===== config.mk =====
export PLATFORM = sky130hd
export DESIGN_NAME = mem_access
export DESIGN_NICKNAME = d
export VERILOG_FILES = /design/src/rtl/mem_access.sv
export SDC_FILE = /design/constraint.sdc
export NUM_CORES = 1
export LEC_CHECK = 0
export BUFFER_PORTS_ARGS = -buffer_cell sky130_fd_sc_hd__buf_4
export CORE_MARGIN = 4
export CORE_UTILIZATION = 49
export CTS_CLUSTER_DIAMETER = 150
export DETAILED_ROUTE_END_ITERATION = 8
export GPL_ROUTABILITY_DRIVEN = 0
export PLACE_DENSITY = 0.86
export SYNTH_ARGS = -nofsm -noshare
export SYNTH_HDL_FRONTEND = slang
export SYNTH_SLANG_ARGS = --single-unit

===== constraint.sdc =====
create_clock -name clk_in -period 5.5 [get_ports clk_in]
set_input_delay 0.275 -clock clk_in [delete_from_list [all_inputs] [get_ports clk_in]]
set_output_delay 0.275 -clock clk_in [all_outputs]
set_load 0.02 [all_outputs]

===== src/rtl/mem_access.sv =====
// mem_access: memory stage of the pipeline. Resolves branch redirect, runs
// loads/stores over a req/gnt/rvalid handshake with one access outstanding,
// stalls upstream while busy, and extracts/extends load data for write-back.
// Optional watchdog on REQ/WAIT enabled by defining MEM_ACCESS_TIMEOUT_EN.
module mem_access #(
    parameter int unsigned WIDTH          = 32,
    parameter int unsigned TIMEOUT_CYCLES = 255
) (
    input  logic               clk_in,
    input  logic               rst_in,
    input  logic               valid_in,
    input  logic               mem_read_in,
    input  logic               mem_write_in,
    input  logic               branch_in,
    input  logic [2:0]         funct3_in,
    input  logic               zero_in,
    input  logic [WIDTH-1:0]   alu_res_in,
    input  logic [WIDTH-1:0]   rs2_in,
    input  logic [WIDTH-1:0]   pc_branch_in,
    output logic               pc_src_out,
    output logic [WIDTH-1:0]   pc_branch_out,
    output logic               stall_out,
    output logic               dmem_req_out,
    output logic               dmem_we_out,
    output logic [WIDTH-1:0]   dmem_addr_out,
    output logic [WIDTH/8-1:0] dmem_be_out,
    output logic [WIDTH-1:0]   dmem_wdata_out,
    input  logic               dmem_gnt_in,
    input  logic               dmem_rvalid_in,
    input  logic [WIDTH-1:0]   dmem_rdata_in,
    output logic [WIDTH-1:0]   rd_data_out,
    output logic               rd_valid_out,
    output logic               access_err_out,
    output logic               bus_err_out
);

    localparam int unsigned BE_W = WIDTH / 8;

    localparam logic [2:0] F3_B  = 3'b000;
    localparam logic [2:0] F3_H  = 3'b001;
    localparam logic [2:0] F3_W  = 3'b010;
    localparam logic [2:0] F3_BU = 3'b100;
    localparam logic [2:0] F3_HU = 3'b101;

    localparam logic [1:0] S_IDLE = 2'd0;
    localparam logic [1:0] S_REQ  = 2'd1;
    localparam logic [1:0] S_WAIT = 2'd2;

    // Elaboration guard: datapath slicing assumes a 32-bit word, watchdog needs a nonzero limit
    if (WIDTH != 32 || TIMEOUT_CYCLES == 0) begin : g_cfg_check
        $error("mem_access: WIDTH must be 32 and TIMEOUT_CYCLES nonzero");
    end

    logic [1:0]       state;
    logic [1:0]       state_nxt;
    logic             abort_c;
    logic             timeout_c;
    logic             load_done_c;

    logic             is_mem_c;
    logic             f3_legal_c;
    logic             aligned_c;
    logic             legal_mem_c;
    logic [BE_W-1:0]  be_c;
    logic [WIDTH-1:0] wdata_c;

    logic [1:0]       addr_lo_q;
    logic [2:0]       f3_q;
    logic             is_load_q;

    logic [7:0]       byte_c;
    logic [15:0]      half_c;
    logic [WIDTH-1:0] load_data_c;

    // Branch redirect is resolved combinationally from the EX flags
    assign pc_src_out    = valid_in & branch_in & zero_in;
    assign pc_branch_out = pc_branch_in;

    // Hold upstream while an access is in flight or one is being accepted
    assign stall_out = (state != S_IDLE) | (valid_in & legal_mem_c);

    // Decode access legality and build store byte lanes from the incoming op
    always_comb begin
        is_mem_c   = mem_read_in | mem_write_in;
        f3_legal_c = 1'b0;
        aligned_c  = 1'b1;
        be_c       = '0;
        wdata_c    = rs2_in;
        case (funct3_in)
            F3_B, F3_BU: begin
                f3_legal_c = 1'b1;
                be_c       = BE_W'(4'b0001) << alu_res_in[1:0];
                wdata_c    = {4{rs2_in[7:0]}};
            end
            F3_H, F3_HU: begin
                f3_legal_c = 1'b1;
                aligned_c  = ~alu_res_in[0];
                be_c       = BE_W'(4'b0011) << alu_res_in[1:0];
                wdata_c    = {2{rs2_in[15:0]}};
            end
            F3_W: begin
                f3_legal_c = 1'b1;
                aligned_c  = (alu_res_in[1:0] == 2'b00);
                be_c       = '1;
            end
            default: ;
        endcase
        legal_mem_c = is_mem_c & f3_legal_c & aligned_c;
    end

    // Pick the addressed byte/half of the returned word and extend it
    always_comb begin
        case (addr_lo_q)
            2'd0:    byte_c = dmem_rdata_in[7:0];
            2'd1:    byte_c = dmem_rdata_in[15:8];
            2'd2:    byte_c = dmem_rdata_in[23:16];
            default: byte_c = dmem_rdata_in[31:24];
        endcase
        half_c = addr_lo_q[1] ? dmem_rdata_in[31:16] : dmem_rdata_in[15:0];
        case (f3_q)
            F3_B:    load_data_c = {{24{byte_c[7]}}, byte_c};
            F3_H:    load_data_c = {{16{half_c[15]}}, half_c};
            F3_BU:   load_data_c = {24'd0, byte_c};
            F3_HU:   load_data_c = {16'd0, half_c};
            default: load_data_c = dmem_rdata_in;
        endcase
    end

    // Load completes on rvalid in WAIT, or on rvalid coincident with the grant
    assign load_done_c = ((state == S_REQ) & dmem_gnt_in & is_load_q & dmem_rvalid_in)
                       | ((state == S_WAIT) & dmem_rvalid_in);

    // State register
    always_ff @(posedge clk_in) begin
        if (rst_in) begin
            state <= S_IDLE;
        end else begin
            state <= state_nxt;
        end
    end

    // Next-state logic; completion takes priority over the watchdog
    always_comb begin
        state_nxt = state;
        abort_c   = 1'b0;
        case (state)
            S_IDLE: begin
                if (valid_in & legal_mem_c) begin
                    state_nxt = S_REQ;
                end
            end
            S_REQ: begin
                if (dmem_gnt_in) begin
                    if (!is_load_q || dmem_rvalid_in) begin
                        state_nxt = S_IDLE;
                    end else begin
                        state_nxt = S_WAIT;
                    end
                end else if (timeout_c) begin
                    state_nxt = S_IDLE;
                    abort_c   = 1'b1;
                end
            end
            S_WAIT: begin
                if (dmem_rvalid_in) begin
                    state_nxt = S_IDLE;
                end else if (timeout_c) begin
                    state_nxt = S_IDLE;
                    abort_c   = 1'b1;
                end
            end
            default: state_nxt = S_IDLE;
        endcase
    end

    // Registered bus request, captured access context and write-back outputs
    always_ff @(posedge clk_in) begin
        if (rst_in) begin
            rd_data_out    <= '0;
            rd_valid_out   <= 1'b0;
            access_err_out <= 1'b0;
            dmem_req_out   <= 1'b0;
            dmem_we_out    <= 1'b0;
            dmem_addr_out  <= '0;
            dmem_be_out    <= '0;
            dmem_wdata_out <= '0;
            addr_lo_q      <= 2'd0;
            f3_q           <= 3'd0;
            is_load_q      <= 1'b0;
        end else begin
            rd_valid_out   <= 1'b0;
            access_err_out <= 1'b0;
            case (state)
                S_IDLE: begin
                    if (valid_in) begin
                        if (!is_mem_c) begin
                            rd_data_out  <= alu_res_in;
                            rd_valid_out <= 1'b1;
                        end else if (!legal_mem_c) begin
                            access_err_out <= 1'b1;
                        end else begin
                            dmem_req_out   <= 1'b1;
                            dmem_we_out    <= ~mem_read_in;
                            dmem_addr_out  <= {alu_res_in[WIDTH-1:2], 2'b00};
                            dmem_be_out    <= be_c;
                            dmem_wdata_out <= wdata_c;
                            addr_lo_q      <= alu_res_in[1:0];
                            f3_q           <= funct3_in;
                            is_load_q      <= mem_read_in;
                        end
                    end
                end
                S_REQ: begin
                    if (dmem_gnt_in | abort_c) begin
                        dmem_req_out <= 1'b0;
                        dmem_we_out  <= 1'b0;
                    end
                end
                default: ;
            endcase
            if (load_done_c) begin
                rd_data_out  <= load_data_c;
                rd_valid_out <= 1'b1;
            end
        end
    end

`ifdef MEM_ACCESS_TIMEOUT_EN
    localparam int unsigned CNT_W = 16;

    logic [CNT_W-1:0] wd_cnt;

    // Watchdog counts cycles spent in the current REQ/WAIT visit
    always_ff @(posedge clk_in) begin
        if (rst_in || state == S_IDLE || state_nxt != state) begin
            wd_cnt <= '0;
        end else begin
            wd_cnt <= wd_cnt + CNT_W'(1);
        end
    end

    assign timeout_c = (state != S_IDLE) && (wd_cnt == CNT_W'(TIMEOUT_CYCLES - 1));

    // One-cycle bus error pulse when the watchdog aborts an access
    always_ff @(posedge clk_in) begin
        if (rst_in) begin
            bus_err_out <= 1'b0;
        end else begin
            bus_err_out <= abort_c;
        end
    end
`else
    assign timeout_c   = 1'b0;
    assign bus_err_out = 1'b0;
`endif

endmodule


Word level (Yosys, flattened, before mapping)
Index checks and enable logic that the tools add are counted.

Mux-type cells: 30. Reduce and logical (&&, ||, !) cells: 19. Equal/unequal tests: 18. Bitwise logic cells: 17. Shifts and indexed selects: 2.

Operator list (count): 2-to-1 mux 32 bit (4); one-hot mux 32 bit (4 select lines) (1); one-hot mux 32 bit (2 select lines) (1); one-hot mux 8 bit (3 select lines) (1); 2-to-1 mux 16 bit (1); inequality test 2 bit (second input constant) (7); 2-to-1 mux 1 bit (13); == test 3 bit (second input constant) (4); one-hot mux 4 bit (3 select lines) (1); AND 1 bit (9); 2-to-1 mux 2 bit (4); nonzero test 2 bit (4); == test 3 x 1 -> 1 bit (second input constant) (2); logical NOT 2 bit (3); logical NOT 3 bit (2); one-hot mux 1 bit (2 select lines) (3); one-hot mux 2 bit (3 select lines) (1); AND reduction 3 bit (2); NOT 1 bit (5); AND reduction 5 bit (1); OR reduction 5 bit (1); == test 2 x 1 -> 1 bit (second input constant) (2); == test 2 bit (second input constant) (2); AND reduction 4 bit (1); 8 further kinds (11).

Input port bits: 140. Register bits after elaboration: 110. Output and inout bits: 139. Word-level logic and storage cells: 98.

Longest topological paths before layout
Depth after elaboration: 9. Depth in mapped cells: 7. Gate-level depth less buffers: 4.

Worst setup path after synthesis
OpenSTA, ideal clock, no wires.

Kind: input-to-reg. Start: input alu_res_in[0]. End: register dmem_wdata_out[29]. Data required time: 5.430 ns. Setup slack: 3.414 ns. Cell stages on the path: 7. Library setup time: 0.070 ns. Buffers on the path: 3. Arrival time: 2.015 ns. Cell sequence: clkbuf_1 or4_4 a2111oi_4 buf_2 buf_4 nand2_1 a21oi_1.

Longest elaborated chain between the ends: 4. Elaborated cells between the ends (all ways): 5. Classes of those cells: mux (1); bitwise (2); reduce/logical (2).

Ends and longest elaborated chain: start: declaration (line 17) `input logic [WIDTH-1:0] alu_res_in,`; logical NOT 2 bit or NOT 1 bit (tied branches) (line 103, 97); one-hot mux 1 bit (2 select lines) (*) (line 89) `case (funct3_in)`; AND 1 bit (*) (line 108) `legal_mem_c = is_mem_c & f3_legal_c & aligned_c;`; AND reduction 4 bit (no line) (*); end signal: assignment (line 206) `dmem_wdata_out <= wdata_c;`; end: declaration (line 27) `output logic [WIDTH-1:0] dmem_wdata_out,`.

Every way passes the cells marked *; elsewhere a longest branch is shown, timed or not. A chain may end at the register's enable or synchronous reset.

Final worst setup path
Start: register state[0]. End: register rd_data_out[23].

Longest elaborated chain between the ends: 7. Elaborated cells between the ends (all ways): 13. Classes of those cells: eq/ne (3); mux (1); bitwise (5); reduce/logical (4).

Ends and longest elaborated chain: start: declaration (line 54) `logic [1:0] state;`; start signal: assignment (line 138) `state <= state_nxt;`; == test 2 x 1 -> 1 bit (line 130) `assign load_done_c = ((state == S_REQ) & dmem_gnt_in & is_load_q & dmem_rvalid_in)`; AND 1 bit (3 in a row) (line 130); OR 1 bit (line 131) `| ((state == S_WAIT) & dmem_rvalid_in);`; inequality test 2 bit (no line) or nonzero test 2 bit (tied branches); AND reduction 3 bit (no line); end signal: assignment (line 197) `rd_data_out <= alu_res_in;`; end signal: assignment (line 222) `rd_data_out <= load_data_c;`; end: declaration (line 31) `output logic [WIDTH-1:0] rd_data_out,`.

Several ways; a longest one is shown, not always the timed one.

==> qor.yml <==
outcome:
  outcome: "finished clean"
global_routing:
  grt-ovfl-total: 0
  grt_first_pass_wirelength_um: 26800
  first_global_vias: 5184
  grt_max_degree: 111
  antenna_found_initial: 0
  grt_use_total_pct: 26.1
clock_network:
  cts_inserted_buffers: 9
  cts_buffer_depth: 2
  clock_sinks: 110
  cts_root_buffer: "clkbuf_8"
  post-cts-setup-buffers: 0
  cts_tree: "yes"
  cts.repair.resized: 0
  holdBufCountCts: 0
  insertion_delay_ps: 390
  cts_max_level: 3
  clkTransAtPathRegs_ps: 110
sta:
  skew_ps: 18.3
  timing.final.max_slew_violations: 0
  rsz0062_at_grt: "no"
  worst_pin_slew_ps: 1200
  fmax_mhz: 392
  hold_viol: 0
  timing.slew.headroom_pct: 20.0
  period_minus_slack_ps: 2550
  fin_crit_sh_pct: 46.4
  finalSetupViolations: 0
  setup-tns-final_ps: 0
critical_path:
  worstReg2RegStart: "state[0]"
  rrSetupSlack_ps: 2950
  critPathCaptureType: "register"
  reg2reg_depth: 5
  worstSetupStartpointType: "register"
  criticalPathCategory: "reg2reg"
  worstPathRequired_ps: 5790
  cp_max_fo: 25
  cp_slowest_stage_delay_ps: 950
  worstPathCellList: "nor4_2, buf_4, and2_1, mux2i_1, a221oi_1"
  critPathArrivalTime_ps: 2840
  crit_buf_inv: 1
  cpMaxStageDelayCell: "and2_1"
  r2r-end: "rd_data_out[23]"
  path_delay_family: "simple AND/OR/NAND/NOR gates"
detailed_routing:
  drc_errors: 0
  vias: 5359
  ant_nets: 0
  wl_um: 17000
  avgRoutedWirePerCell_um: 18.3
  first_pass_iters: 5
  vias_per_cell: 5.77
  drtIter0Drc: 356
yosys:
  ys_seq_area_share_pct: 41.6
  synth_edf_count: 0
  yosysTopAreaCell: "dfxtp_1"
  synth_warnings: 0
  synth_seq_cells: 110
  netlist_instances: 649
  avgSynthCellArea_um2: 8.16
  async_flop_share_pct: 0
  synth.distinct_cells: 38
  synth_top_area_share_pct: 41.6
  synth_top_flop_cell: "dfxtp_1"
  synth_area_leaders: "dfxtp_1 (42%), nand2_1 (9.2%), mux2i_1 (8.7%), a21oi_1 (7.8%), buf_4 (5.1%)"
  syn-cell-area_um2: 5290
floorplanning:
  fp.dieH_um: 112
  start_util_pct: 50.8
  ioPinCount: 279
  rows: 37
  dieWidth_um: 112
  core_region_area_um2: 10400
  die-area_um2: 12500
cells_and_area:
  nNetsFinal: 927
  multi_input_area_um2: 2590
  drive_gt1_share_pct: 30.9
  final_cell_mix: "buf_4 (216), nand2_1 (130), dfxtp_1 (110)"
  antenna_cells: 0
  fillers: 872
  final_common_cell: "buf_4"
  area_growth_pct: 29.0
  seq_area_um2: 2200
  fin_area_um2: 6830
power_and_ir_drop:
  p_per_area_nw_per_um2: 250
  combinationalPowerShare_pct: 20.1
  peakVddDrop_v: 0.000138
  power.internal_uw: 1200
  p_sw_uw: 507
  power.leakage_uw: 0.00293
  swShare_pct: 29.7
  seqPwrFrac_pct: 50.4
  p_clk_share_pct: 29.5
placement:
  placed_cell_area_um2: 6630
  port_buffers: 211
  dpl.hpwl_um: 12500
min_path:
  min_path_cells: 2
  hp-class: "in2reg"
  holdPathEnd: "state[1]"
  hp-start: "dmem_rvalid_in"
run:
  drv_cap: 0
## how the worst max path moves through the flow
stage | from | to | slack, ps | depth (start not counted)
final | state[0] | rd_data_out[23] | 2950 | 5
after global routing | state[0] | rd_data_out[24] | 2750 | 5
after CTS | state[0] | rd_data_out[16] | 2980 | 5
after detailed placement | funct3_in[0] | dmem_wdata_out[13] | 2900 | 6
after global placement | state[0] | rd_data_out[18] | 3030 | 5
after floorplan | alu_res_in[0] | dmem_wdata_out[29] | 3410 | 7
## synth_stat cells, drive strengths merged, types with 7 or more instances
cell type and number:
o21ai 20, a311oi 10, a21oi 83, dfxtp 110, clkbuf 48, a211oi 13
nor2b 16, a221oi 24, o221a 8, buf 43, nand3 7, nand2 130
mux2i 46, inv 11, nor2 31
## registers in the layout (all words and copies together) (netlist names)
register	cells
f3_q	3
rd_valid_out	1
is_load_q	1
state	2
dmem_we_out	1
dmem_be_out	4
addr_lo_q	2
rd_data_out	32
dmem_addr_out	30
access_err_out	1
dmem_req_out	1
dmem_wdata_out	32
## power by group through the flow
stage | clock (uW) | sequential (uW) | combinational [uW]
2_1_floorplan | 0 | 912 | 175
3_3_place_gp | 0 | 876 | 333
3_5_place_dp | 0 | 878 | 342
4_1_cts | 514 | 860 | 343
5_1_grt | 546 | 866 | 370
6_report | 504 | 860 | 344
## worst register-to-register path, cell delays in order, from the launching register on
cell and delay, ps:
dfxtp_1 420, nor4_2 330, buf_4 240, and2_1 950
mux2i_1 200, a221oi_1 340
## per-stage QoR
step           power, uW  setup WS, ps  std cells  hold WS (ps)  utilization (%)
3_3_place_gp        1210          3030        912           439             63.6
2_1_floorplan       1090          3410        651           354                -
6_report            1710          2950        928          87.8             65.6
5_1_grt             1780          2750        928          74.2             65.6
4_1_cts             1720          2980        928          75.7             65.6
3_5_place_dp        1220          2900        912           448             63.6
## cells by family (layout without fill, tap and decap cells)
logic type | after synthesis | count (layout) | synth area share [%]
AOI/OAI and AO/OA | 187 | 187 | 23.4
buffers and inverters | 102 | 243 | 9.93
DFF | 110 | 110 | 41.6
muxes | 46 | 46 | 8.70
other | 1 | 3 | 0.0708
and+or+nand+nor | 203 | 203 | 16.3
## metal layers
metal  vias up  wire length (um)  global-route usage (%)
met2       264              8300                    44.0
li1       2524                 -                       -
met5         -                 0                       0
met4         0               507                    10.3
met3        43              1580                    7.45
met1      2528              6610                    31.5
## layout make-up
class / count / area share [%]
clock inverters: 7 / 1.17
flip-flops and latches: 110 / 32.2
multi-input cells: 439 / 37.9
well taps: 136 / 2.49
clock buffers: 9 / 1.81
inverters: 11 / 0.605
repair buffers: 216 / 23.7
Note: power is estimated with default switching activity, not from simulation.
